===== config.mk =====
export PLATFORM = sky130hd
export DESIGN_NAME = demux_router
export DESIGN_NICKNAME = d
export VERILOG_FILES = /design/src/rtl/demux_router.sv
export SDC_FILE = /design/constraint.sdc
export NUM_CORES = 1
export LEC_CHECK = 0
export BUFFER_PORTS_ARGS = -buffer_cell sky130_fd_sc_hd__buf_2
export CAP_MARGIN = 0
export CORE_AREA = 3 3 79 81
export CTS_CLUSTER_SIZE = 30
export DETAILED_ROUTE_END_ITERATION = 8
export DIE_AREA = 0 0 82 84
export HOLD_SLACK_MARGIN = 0.15
export PLACE_DENSITY_LB_ADDON = 0.3
export SLEW_MARGIN = 10
export SYNTH_ARGS = -nofsm -noshare
export SYNTH_HDL_FRONTEND = slang
export SYNTH_SLANG_ARGS = --single-unit

===== constraint.sdc =====
create_clock -name clk -period 6.4 [get_ports clk]
set_input_delay 1.6 -clock clk [delete_from_list [all_inputs] [get_ports clk]]
set_output_delay 1.6 -clock clk [all_outputs]
set_load 0.005 [all_outputs]

===== src/rtl/demux_router.sv =====
// demux_router: 4-way stream demultiplexer with one FIFO per output channel.
// Ports: clk/rst (sync, active-high); sel/in_data/in_valid/in_ready input
// beat; out_data/out_valid/out_ready per-channel drain; idle = all empty.
// Optional DEMUX_STATS_EN adds stat_cnt (16-bit saturating pops per channel).
module demux_router #(
  parameter int W     = 8,
  parameter int DEPTH = 2
) (
  input  logic           clk,
  input  logic           rst,
  input  logic [1:0]     sel,
  input  logic [W-1:0]   in_data,
  input  logic           in_valid,
  output logic           in_ready,
  output logic [4*W-1:0] out_data,
  output logic [3:0]     out_valid,
  input  logic [3:0]     out_ready,
  output logic           idle
`ifdef DEMUX_STATS_EN
  ,
  output logic [63:0]    stat_cnt
`endif
);

  localparam int PW = (DEPTH > 1) ? $clog2(DEPTH) : 1;
  localparam int CW = $clog2(DEPTH + 1);

  logic [W-1:0]  mem_q  [4][DEPTH];
  logic [W-1:0]  mem_d  [4][DEPTH];
  logic [PW-1:0] rptr_q [4];
  logic [PW-1:0] rptr_d [4];
  logic [PW-1:0] wptr_q [4];
  logic [PW-1:0] wptr_d [4];
  logic [CW-1:0] cnt_q  [4];
  logic [CW-1:0] cnt_d  [4];

  logic       push;
  logic [3:0] wr;
  logic [3:0] pop;

  function automatic logic [PW-1:0] ptr_inc(input logic [PW-1:0] p);
    return (p == PW'(DEPTH - 1)) ? '0 : p + PW'(1);
  endfunction

  // Ready looks only at the selected channel's registered count.
  always_comb begin
    in_ready = (cnt_q[sel] != CW'(DEPTH));
    push     = in_valid & in_ready;
    wr       = '0;
    pop      = '0;
    out_data = '0;
    for (int k = 0; k < 4; k++) begin
      out_valid[k] = (cnt_q[k] != '0);
      pop[k]       = out_valid[k] & out_ready[k];
      wr[k]        = push & (sel == 2'(k));
      if (out_valid[k]) begin
        out_data[k*W +: W] = mem_q[k][rptr_q[k]];
      end
    end
  end

  assign idle = ~|out_valid;

  always_comb begin
    mem_d  = mem_q;
    rptr_d = rptr_q;
    wptr_d = wptr_q;
    cnt_d  = cnt_q;
    for (int k = 0; k < 4; k++) begin
      if (wr[k]) begin
        mem_d[k][wptr_q[k]] = in_data;
        wptr_d[k] = ptr_inc(wptr_q[k]);
      end
      if (pop[k]) begin
        rptr_d[k] = ptr_inc(rptr_q[k]);
      end
      // Push and pop together leave the count unchanged.
      unique case ({wr[k], pop[k]})
        2'b10:   cnt_d[k] = cnt_q[k] + CW'(1);
        2'b01:   cnt_d[k] = cnt_q[k] - CW'(1);
        default: cnt_d[k] = cnt_q[k];
      endcase
    end
  end

  always_ff @(posedge clk) begin
    if (rst) begin
      for (int k = 0; k < 4; k++) begin
        rptr_q[k] <= '0;
        wptr_q[k] <= '0;
        cnt_q[k]  <= '0;
      end
    end else begin
      mem_q  <= mem_d;
      rptr_q <= rptr_d;
      wptr_q <= wptr_d;
      cnt_q  <= cnt_d;
    end
  end

`ifdef DEMUX_STATS_EN
  logic [15:0] stat_q [4];
  logic [15:0] stat_d [4];

  always_comb begin
    stat_d = stat_q;
    for (int k = 0; k < 4; k++) begin
      if (pop[k] && stat_q[k] != 16'hFFFF) begin
        stat_d[k] = stat_q[k] + 16'd1;
      end
      stat_cnt[k*16 +: 16] = stat_q[k];
    end
  end

  always_ff @(posedge clk) begin
    if (rst) begin
      for (int k = 0; k < 4; k++) begin
        stat_q[k] <= '0;
      end
    end else begin
      stat_q <= stat_d;
    end
  end
`endif

endmodule

==> flow_results.xml, run 1 <==
<?xml version="1.0" encoding="UTF-8"?>
<metrics>
  <group name="die">
    <metric name="io_pins" unit="">55</metric>
    <metric name="floorplan.die.width" unit="um">82</metric>
    <metric name="fp.dieH" unit="um">84</metric>
    <metric name="design.die.area" unit="um2">6890</metric>
    <metric name="effective_utilization_at_floorplan" unit="%">59.6</metric>
    <metric name="core_region_area" unit="um2">5540</metric>
    <metric name="placement_rows" unit="">27</metric>
  </group>
  <group name="setup_path">
    <metric name="stage_delay_of_the_slowest_cell_on_the_critical_path" unit="ns">0.34</metric>
    <metric name="worst-path-max-fanout" unit="">8</metric>
    <metric name="path_class" unit="">input port to output port</metric>
    <metric name="critPathLaunchType" unit="">input port</metric>
    <metric name="crit_end_element" unit="">output port</metric>
    <metric name="arrival_time_at_the_worst_endpoint" unit="ns">2.34</metric>
    <metric name="worst_ep_required_time" unit="ns">4.80</metric>
    <metric name="worst_path_most_repeated_cell" unit="">buf_2</metric>
    <metric name="critPathSlowestCell" unit="">mux2_2</metric>
    <metric name="timing.critical_path.cells" unit="">buf_2 -&gt; mux2_2 -&gt; mux2i_1 -&gt; buf_2</metric>
  </group>
  <group name="yosys">
    <metric name="basic_gate_share_of_the_synthesized_area_counting_and_or_nand_and_nor_cells" unit="%">11.2</metric>
    <metric name="synth_area" unit="um2">3300</metric>
    <metric name="ys_seq_elements" unit="">80</metric>
    <metric name="synth_top_family_by_area" unit="">simple AND/OR/NAND/NOR gates</metric>
    <metric name="synthCells" unit="">242</metric>
    <metric name="async_reset_ff_share" unit="%">0</metric>
    <metric name="synth_warnings" unit="">0</metric>
    <metric name="synth_compound_area_share" unit="%">3.11</metric>
    <metric name="synth.net_count" unit="">263</metric>
    <metric name="synth_edf_count" unit="">64</metric>
    <metric name="synth_area_per_cell" unit="um2">13.6</metric>
    <metric name="yosysSeqAreaShare" unit="%">67.9</metric>
    <metric name="post_synth_fa_ha_maj_area_fraction" unit="%">1.52</metric>
    <metric name="synth.distinct_cells" unit="">32</metric>
    <metric name="synth.area.mux_share" unit="%">10.6</metric>
    <metric name="yosys.area_share.xor_xnor" unit="%">3.18</metric>
    <metric name="ys_dominant_reg_cell" unit="">edfxtp_1</metric>
  </group>
  <group name="clock_network">
    <metric name="worstSkewPairLatency" unit="ns">0.34</metric>
    <metric name="tritoncts" unit="">done</metric>
    <metric name="clockRootBuffer" unit="">clkbuf_8</metric>
    <metric name="cts_resized" unit="">0</metric>
    <metric name="postCtsSetupBuffers" unit="">0</metric>
    <metric name="cts-htree-levels" unit="">3</metric>
    <metric name="clkSlewWorstSetupHoldPaths" unit="ns">0.07</metric>
    <metric name="clockBufferDepth" unit="">2</metric>
    <metric name="cts-hold-fix-buffers" unit="">0</metric>
    <metric name="clk_sink_count" unit="">80</metric>
    <metric name="number_of_clock_buffers_inserted_by_tritoncts" unit="">9</metric>
  </group>
  <group name="flow_run">
    <metric name="timing.max_cap.violations" unit="">0</metric>
  </group>
  <group name="grt">
    <metric name="grt_antenna_before_repair" unit="">0</metric>
    <metric name="number_of_global_route_vias_before_repair" unit="">1914</metric>
    <metric name="grt_use_total" unit="%">18.7</metric>
    <metric name="grt_first_pass_wirelength" unit="um">9360</metric>
    <metric name="overflow" unit="">0</metric>
    <metric name="pin_count_of_the_biggest_net_entering_global_routing" unit="">21</metric>
  </group>
  <group name="pwr">
    <metric name="share_of_total_power_consumed_by_net_switching" unit="%">26.8</metric>
    <metric name="ir_worst_vdd" unit="mV">0.179</metric>
    <metric name="p_comb_share" unit="%">18.7</metric>
    <metric name="leakage_power_of_the_design" unit="nW">1.45</metric>
    <metric name="finalPower" unit="mW">1.18</metric>
    <metric name="p_per_area" unit="nW/um2">309</metric>
    <metric name="sw_power" unit="mW">0.316</metric>
    <metric name="p_int" unit="mW">0.863</metric>
    <metric name="seq_power_share" unit="%">52.6</metric>
    <metric name="clock_power_share" unit="%">28.8</metric>
  </group>
  <group name="routing">
    <metric name="drcViolationCount" unit="">0</metric>
    <metric name="maxUsedRoutingLayer" unit="">met4</metric>
    <metric name="met2_length" unit="um">2930</metric>
    <metric name="firstDrtPassIters" unit="">4</metric>
    <metric name="antenna_left" unit="">0</metric>
    <metric name="avgViaCountPerCell" unit="">5.28</metric>
    <metric name="first_iter_violations" unit="">68</metric>
    <metric name="detailroute.via_count" unit="">1996</metric>
    <metric name="route.detailed.wl_per_inst" unit="um">15.6</metric>
    <metric name="route.final.wire_length" unit="um">5880</metric>
    <metric name="met3RoutedLength" unit="um">234</metric>
    <metric name="detail_route.wirelength.met1" unit="um">2620</metric>
  </group>
  <group name="sta">
    <metric name="timing.final.hold_violations" unit="">0</metric>
    <metric name="fin_tns_setup" unit="ns">0</metric>
    <metric name="hold_slack" unit="ns">0.467</metric>
    <metric name="rsz0062_at_grt" unit="">false</metric>
    <metric name="clock_skew" unit="ns">0.00872</metric>
    <metric name="slew-limit-headroom" unit="%">24.1</metric>
    <metric name="slew_violations" unit="">0</metric>
    <metric name="final.min_clock_period" unit="ns">3.94</metric>
    <metric name="setup_viol" unit="">0</metric>
    <metric name="max_clock_freq" unit="MHz">254</metric>
    <metric name="worst_pin_slew" unit="ns">1.13</metric>
    <metric name="fin_crit_sh" unit="%">61.6</metric>
  </group>
  <group name="finish">
    <metric name="postLayoutCoreUtil" unit="%">69.0</metric>
    <metric name="finalInstanceArea" unit="um2">3820</metric>
    <metric name="layout_cells_sized_above_1" unit="%">24.5</metric>
    <metric name="top_library_cells_by_usage_in_the_layout_fill_and_taps_aside" unit="">edfxtp_1 (64), buf_2 (54), nor2_1 (47)</metric>
    <metric name="num_antenna_cells" unit="">0</metric>
    <metric name="area_growth" unit="%">15.7</metric>
    <metric name="layout.cells.most_common" unit="">edfxtp_1</metric>
    <metric name="nNetsFinal" unit="">322</metric>
  </group>
  <group name="min_path">
    <metric name="min-delay-path-class" unit="">flip-flop to flip-flop</metric>
  </group>
  <group name="place">
    <metric name="placement.cell_area" unit="um2">3630</metric>
    <metric name="detailedPlacementHpwl" unit="um">4020</metric>
    <metric name="io_buffer_count" unit="">54</metric>
    <metric name="gp_congestion" unit="">0.736</metric>
  </group>
  <group name="status">
    <metric name="outcome" unit="">finished clean</metric>
  </group>
</metrics>
cells in the mapped netlist, drive strengths merged (4+ instances only):
cell type | number | area (um2)
ha | 4 | 50.1
dfxtp | 16 | 320
a21oi | 6 | 30.0
nor2 | 50 | 195
edfxtp | 64 | 1920
mux2i | 34 | 340
o21ai | 8 | 40.0
xor2 | 8 | 70.1
or3 | 6 | 37.5
buf | 5 | 31.3
xnor2 | 4 | 35.0
inv | 10 | 37.5
power groups by stage:
| stage | registers [mW] | logic, mW | clock network, mW |
|---|---|---|---|
| after floorplan | 0.608 | 0.155 | 0 |
| after global placement | 0.630 | 0.217 | 0 |
| after detailed placement | 0.632 | 0.222 | 0 |
| after CTS | 0.620 | 0.224 | 0.346 |
| after global routing | 0.624 | 0.250 | 0.367 |
| final | 0.620 | 0.220 | 0.339 |
kinds of logic after synthesis:
kind of cell | count (synthesis)
muxes | 35
adders and majority gates | 4
DFF | 80
AOI/OAI and AO/OA | 18
buffers and inverters | 18
xor gates and xnor gates | 12
and+or+nand+nor | 75
through the flow:
step / setup WS (ns) / instances
after floorplan: 2.64 / 242
after detailed placement: 2.46 / 362
final: 2.46 / 378
after CTS: 2.45 / 378
after global routing: 2.39 / 378
after global placement: 2.48 / 362
cell type report:
type                    count  area [um2]
clock buffers               9         124
clock inverters             7        62.6
fillers                   409        1720
inverters                  10        37.5
multi-input cells         144         980
flip-flops and latches     80        2240
well taps                  72        90.1
repair buffers             56         285
flip-flops by register name, summed over array words and instances, names as in the netlist:
signal / cells
cnt_q: 8
mem_q: 64
rptr_q: 4
wptr_q: 4
per-layer routing:
metal,track usage [%],vias to the layer above
li1,-,991
met1,23.1,951
met2,31.3,44
met3,3.78,10
met4,7.70,0
met5,0,-
critical path: cells and delay by family:
family	cells	cell delay (ns)
multiplexers	2	0.46
buffers and inverters	2	0.29
worst paths after layout:
check	start	end	slack [ns]	cells past startpoint
min reg2reg	wptr_q[0]$_SDFFE_PP0P_	wptr_q[0]$_SDFFE_PP0P_	0.47	1
min	wptr_q[0]$_SDFFE_PP0P_	wptr_q[0]$_SDFFE_PP0P_	0.47	1
max reg2reg	cnt_q[2]$_SDFFE_PP0P_	mem_q[31]$_DFFE_PP_	4.24	3
max	sel[1]	in_ready	2.46	4
No activity file was read; power rests on OpenSTA's default activity.
==> run 2: changes to the inputs <==
- ABC_AREA: default -> 1
- CORE_AREA: 3 3 79 81 -> 3 3 82 84
- DIE_AREA: 0 0 82 84 -> 0 0 85 87
- clock period: 6.4 -> 4.1 ns (I/O delays scaled with it)
==> run 2 against run 1 <==
Against the previous run:
- clock power is 70% higher
- cell count grew 19%
- critical path type unchanged
- register-to-register slack worse by 2.1 ns
- global-route usage rose by 1.4 points
- clock skew is 0.0016 ns higher
- routed wire length rose by 14%
- utilization decreased by 4.7 points
- sequential power grew 52%
- clock-buffer cell count rose by 4
- sequential cell count unchanged
==> flow_results.xml, run 2 <==
<?xml version="1.0" encoding="UTF-8"?>
<metrics>
  <group name="routing">
    <metric name="route.final.wire_length" unit="um">6730</metric>
    <metric name="antenna_left" unit="">0</metric>
    <metric name="first_iter_violations" unit="">161</metric>
    <metric name="detailroute.via_count" unit="">2297</metric>
    <metric name="firstDrtPassIters" unit="">4</metric>
    <metric name="avgViaCountPerCell" unit="">5.12</metric>
    <metric name="route.detailed.wl_per_inst" unit="um">15.0</metric>
    <metric name="drcViolationCount" unit="">0</metric>
  </group>
  <group name="sta">
    <metric name="setup_viol" unit="">0</metric>
    <metric name="final.min_clock_period" unit="ns">2.90</metric>
    <metric name="hold_slack" unit="ns">0.506</metric>
    <metric name="worst_pin_slew" unit="ns">0.688</metric>
    <metric name="timing.final.hold_violations" unit="">0</metric>
    <metric name="rsz0062_at_grt" unit="">false</metric>
    <metric name="fin_crit_sh" unit="%">70.8</metric>
    <metric name="slew-limit-headroom" unit="%">54.0</metric>
    <metric name="clock_skew" unit="ns">0.0103</metric>
    <metric name="max_clock_freq" unit="MHz">344</metric>
    <metric name="slew_violations" unit="">0</metric>
    <metric name="fin_tns_setup" unit="ns">0</metric>
  </group>
  <group name="finish">
    <metric name="postLayoutCoreUtil" unit="%">64.3</metric>
    <metric name="layout.cells.most_common" unit="">nand2_1</metric>
    <metric name="area_growth" unit="%">15.7</metric>
    <metric name="nFillCells" unit="">461</metric>
    <metric name="seq_area" unit="um2">2240</metric>
    <metric name="nNetsFinal" unit="">390</metric>
    <metric name="layout_cells_sized_above_1" unit="%">21.7</metric>
    <metric name="num_antenna_cells" unit="">0</metric>
    <metric name="top_library_cells_by_usage_in_the_layout_fill_and_taps_aside" unit="">nand2_1 (94), edfxtp_1 (64), buf_2 (54)</metric>
    <metric name="regMostFlops" unit="">mem_q</metric>
    <metric name="biggestRegsByFlops" unit="">mem_q: 64 flops, cnt_q: 8 flops</metric>
    <metric name="largest_reg_flops" unit="">64</metric>
    <metric name="stdcell_count" unit="">449</metric>
    <metric name="multi_input_area" unit="um2">937</metric>
  </group>
  <group name="setup_path">
    <metric name="worst_ep_required_time" unit="ns">3.07</metric>
    <metric name="critical-path-top-delay-family" unit="">buffers and inverters</metric>
    <metric name="crit_end" unit="">in_ready</metric>
    <metric name="cp_num_buf_inv" unit="">3</metric>
    <metric name="worst-path-max-fanout" unit="">9</metric>
    <metric name="worstReg2RegStart" unit="">cnt_q[2]$_SDFFE_PP0P_</metric>
    <metric name="crit_end_element" unit="">output port</metric>
    <metric name="cp_num_cells" unit="">7</metric>
    <metric name="critPathLaunchType" unit="">input port</metric>
    <metric name="timing.reg2reg.setup_slack" unit="ns">2.19</metric>
    <metric name="startpoint" unit="">sel[0]</metric>
    <metric name="path_class" unit="">input port to output port</metric>
    <metric name="worst_reg2reg_endpoint" unit="">mem_q[38]$_DFFE_PP_</metric>
    <metric name="stage_delay_of_the_slowest_cell_on_the_critical_path" unit="ns">0.18</metric>
    <metric name="timing.critical_path.cells" unit="">buf_2 -&gt; inv_1 -&gt; nand3_1 -&gt; nand2_1 -&gt; nor2_4 -&gt; nand2_4 -&gt; buf_2</metric>
    <metric name="critPathSlowestCell" unit="">buf_2</metric>
    <metric name="arrival_time_at_the_worst_endpoint" unit="ns">1.88</metric>
    <metric name="worst_r2r_path_depth" unit="">6</metric>
    <metric name="worst_path_most_repeated_cell" unit="">buf_2</metric>
  </group>
  <group name="grt">
    <metric name="overflow" unit="">0</metric>
    <metric name="grt_use_total" unit="%">20.1</metric>
    <metric name="number_of_global_route_vias_before_repair" unit="">2268</metric>
    <metric name="grt_antenna_before_repair" unit="">0</metric>
    <metric name="pin_count_of_the_biggest_net_entering_global_routing" unit="">14</metric>
    <metric name="grt_first_pass_wirelength" unit="um">11100</metric>
  </group>
  <group name="yosys">
    <metric name="synth_top_cells_by_count" unit="">nand2_1 (94), edfxtp_1 (64), a21oi_1 (42), inv_1 (23), nor2_1 (21)</metric>
    <metric name="synth_edf_count" unit="">64</metric>
    <metric name="synth.distinct_cells" unit="">25</metric>
    <metric name="async_reset_ff_share" unit="%">0</metric>
    <metric name="synthCells" unit="">311</metric>
    <metric name="yosysSeqAreaShare" unit="%">67.4</metric>
    <metric name="synth_top_area_share" unit="%">57.8</metric>
    <metric name="synth_warnings" unit="">0</metric>
    <metric name="synth_area_per_cell" unit="um2">10.7</metric>
    <metric name="synth_area" unit="um2">3330</metric>
    <metric name="ys_dominant_reg_cell" unit="">edfxtp_1</metric>
    <metric name="yosysMostFrequentCell" unit="">nand2_1</metric>
    <metric name="ys_seq_elements" unit="">80</metric>
    <metric name="synth.net_count" unit="">332</metric>
    <metric name="synth.top_cells.by_area" unit="">edfxtp_1 (58%), nand2_1 (11%), dfxtp_1 (9.6%)</metric>
    <metric name="dominant_cell_type_by_area_after_synthesis" unit="">edfxtp_1</metric>
  </group>
  <group name="place">
    <metric name="detailedPlacementHpwl" unit="um">4620</metric>
    <metric name="dp.cells" unit="">433</metric>
    <metric name="gp_congestion" unit="">0.768</metric>
    <metric name="io_buffer_count" unit="">54</metric>
  </group>
  <group name="clock_network">
    <metric name="cts_resized" unit="">0</metric>
    <metric name="clk_sink_count" unit="">80</metric>
    <metric name="clockRootBuffer" unit="">clkbuf_8</metric>
    <metric name="cts-hold-fix-buffers" unit="">0</metric>
    <metric name="worstSkewPairLatency" unit="ns">0.34</metric>
    <metric name="number_of_clock_buffers_inserted_by_tritoncts" unit="">9</metric>
    <metric name="cts-htree-levels" unit="">3</metric>
    <metric name="clockBufferDepth" unit="">2</metric>
    <metric name="clkSlewWorstSetupHoldPaths" unit="ns">0.07</metric>
    <metric name="tritoncts" unit="">done</metric>
    <metric name="postCtsSetupBuffers" unit="">0</metric>
  </group>
  <group name="die">
    <metric name="placement_rows" unit="">28</metric>
    <metric name="fp.dieH" unit="um">87</metric>
    <metric name="core_region_area" unit="um2">5990</metric>
    <metric name="design.die.area" unit="um2">7400</metric>
    <metric name="effective_utilization_at_floorplan" unit="%">55.5</metric>
    <metric name="io_pins" unit="">55</metric>
    <metric name="floorplan.die.width" unit="um">85</metric>
  </group>
  <group name="pwr">
    <metric name="leakage_power_of_the_design" unit="nW">1.64</metric>
    <metric name="seq_power_share" unit="%">51.5</metric>
    <metric name="finalPower" unit="mW">1.83</metric>
    <metric name="ir_worst_vdd" unit="mV">0.257</metric>
    <metric name="p_comb_share" unit="%">17.0</metric>
    <metric name="sw_power" unit="mW">0.493</metric>
    <metric name="p_per_area" unit="nW/um2">475</metric>
    <metric name="p_int" unit="mW">1.34</metric>
    <metric name="clock_power_share" unit="%">31.5</metric>
    <metric name="share_of_total_power_consumed_by_net_switching" unit="%">27.0</metric>
  </group>
  <group name="min_path">
    <metric name="min-delay-path-class" unit="">flip-flop to flip-flop</metric>
    <metric name="worst_hold_startpoint" unit="">cnt_q[1]$_SDFFE_PP0P_</metric>
  </group>
  <group name="flow_run">
    <metric name="timing.max_cap.violations" unit="">0</metric>
  </group>
  <group name="status">
    <metric name="outcome" unit="">finished clean</metric>
  </group>
</metrics>
[run 2: changes by cell type after synthesis, sizes merged, moves of 4 or more]
cell    before  now
inv         10   24
nand3        2    7
a21oi        6   42
nand2        1   96
xor2         8    3
nor2        50   26
clkinv       0    4
or3          6    0
mux2i       34    0
xnor2        4    0
[run 2: worst min-delay path by stage]
stage / end / slack [ns] / cells past startpoint
after detailed placement: cnt_q[1]$_SDFFE_PP0P_ / 0.49 / 2
after floorplan: cnt_q[1]$_SDFFE_PP0P_ / 0.46 / 2
after global routing: cnt_q[1]$_SDFFE_PP0P_ / 0.52 / 2
final: cnt_q[1]$_SDFFE_PP0P_ / 0.51 / 2
after global placement: cnt_q[1]$_SDFFE_PP0P_ / 0.49 / 2
after CTS: cnt_q[1]$_SDFFE_PP0P_ / 0.50 / 2
[run 2: cell type report]
type                       instances  share of cell area, %
multi-input combinational        196                   24.3
clock buffer                      13                   4.13
inverter                          28                   2.73
timing repair buffer              54                   7.02
tap                               75                   2.44
clock inverter                     3                   1.10
sequential                        80                   58.2
[run 2: power groups by stage]
stage | Sequential, mW | Combinational, mW | Clock (mW)
2_1_floorplan | 0.940 | 0.196 | 0
3_3_place_gp | 0.959 | 0.305 | 0
3_5_place_dp | 0.960 | 0.313 | 0
4_1_cts | 0.942 | 0.315 | 0.581
5_1_grt | 0.948 | 0.354 | 0.625
6_report | 0.942 | 0.310 | 0.576
[run 2: routing by layer]
metal  track usage (%)  part of all wire [%]
met5                 0                     0
met4              8.20                  0.43
met3              2.93                   6.0
met2              34.9                    53
met1              25.3                    40
[run 2: metrics by stage]
stage | area (um2) | setup slack [ns]
2_1_floorplan | 3330 | 1.52
3_3_place_gp | 3650 | 1.28
3_5_place_dp | 3650 | 1.20
4_1_cts | 3850 | 1.20
5_1_grt | 3850 | 1.10
6_report | 3850 | 1.20
[run 2: logic make-up after synthesis]
kind of cell | count (synthesis) | synth area share [%]
fa+ha+maj | 4 | 1.50
xor+xnor | 3 | 0.790
buf+inv | 35 | 4.44
simple gates | 140 | 18.5
compound gates | 49 | 7.37
flops | 80 | 67.4
[run 2: worst register-to-register path: stages, from the launching register on]
cell     delay (ns)
dfxtp_1        0.46
nand3_1        0.13
nand2_1        0.13
nor2_4         0.06
nand2_4        0.11
nand3_2        0.11
nor2_1         0.54
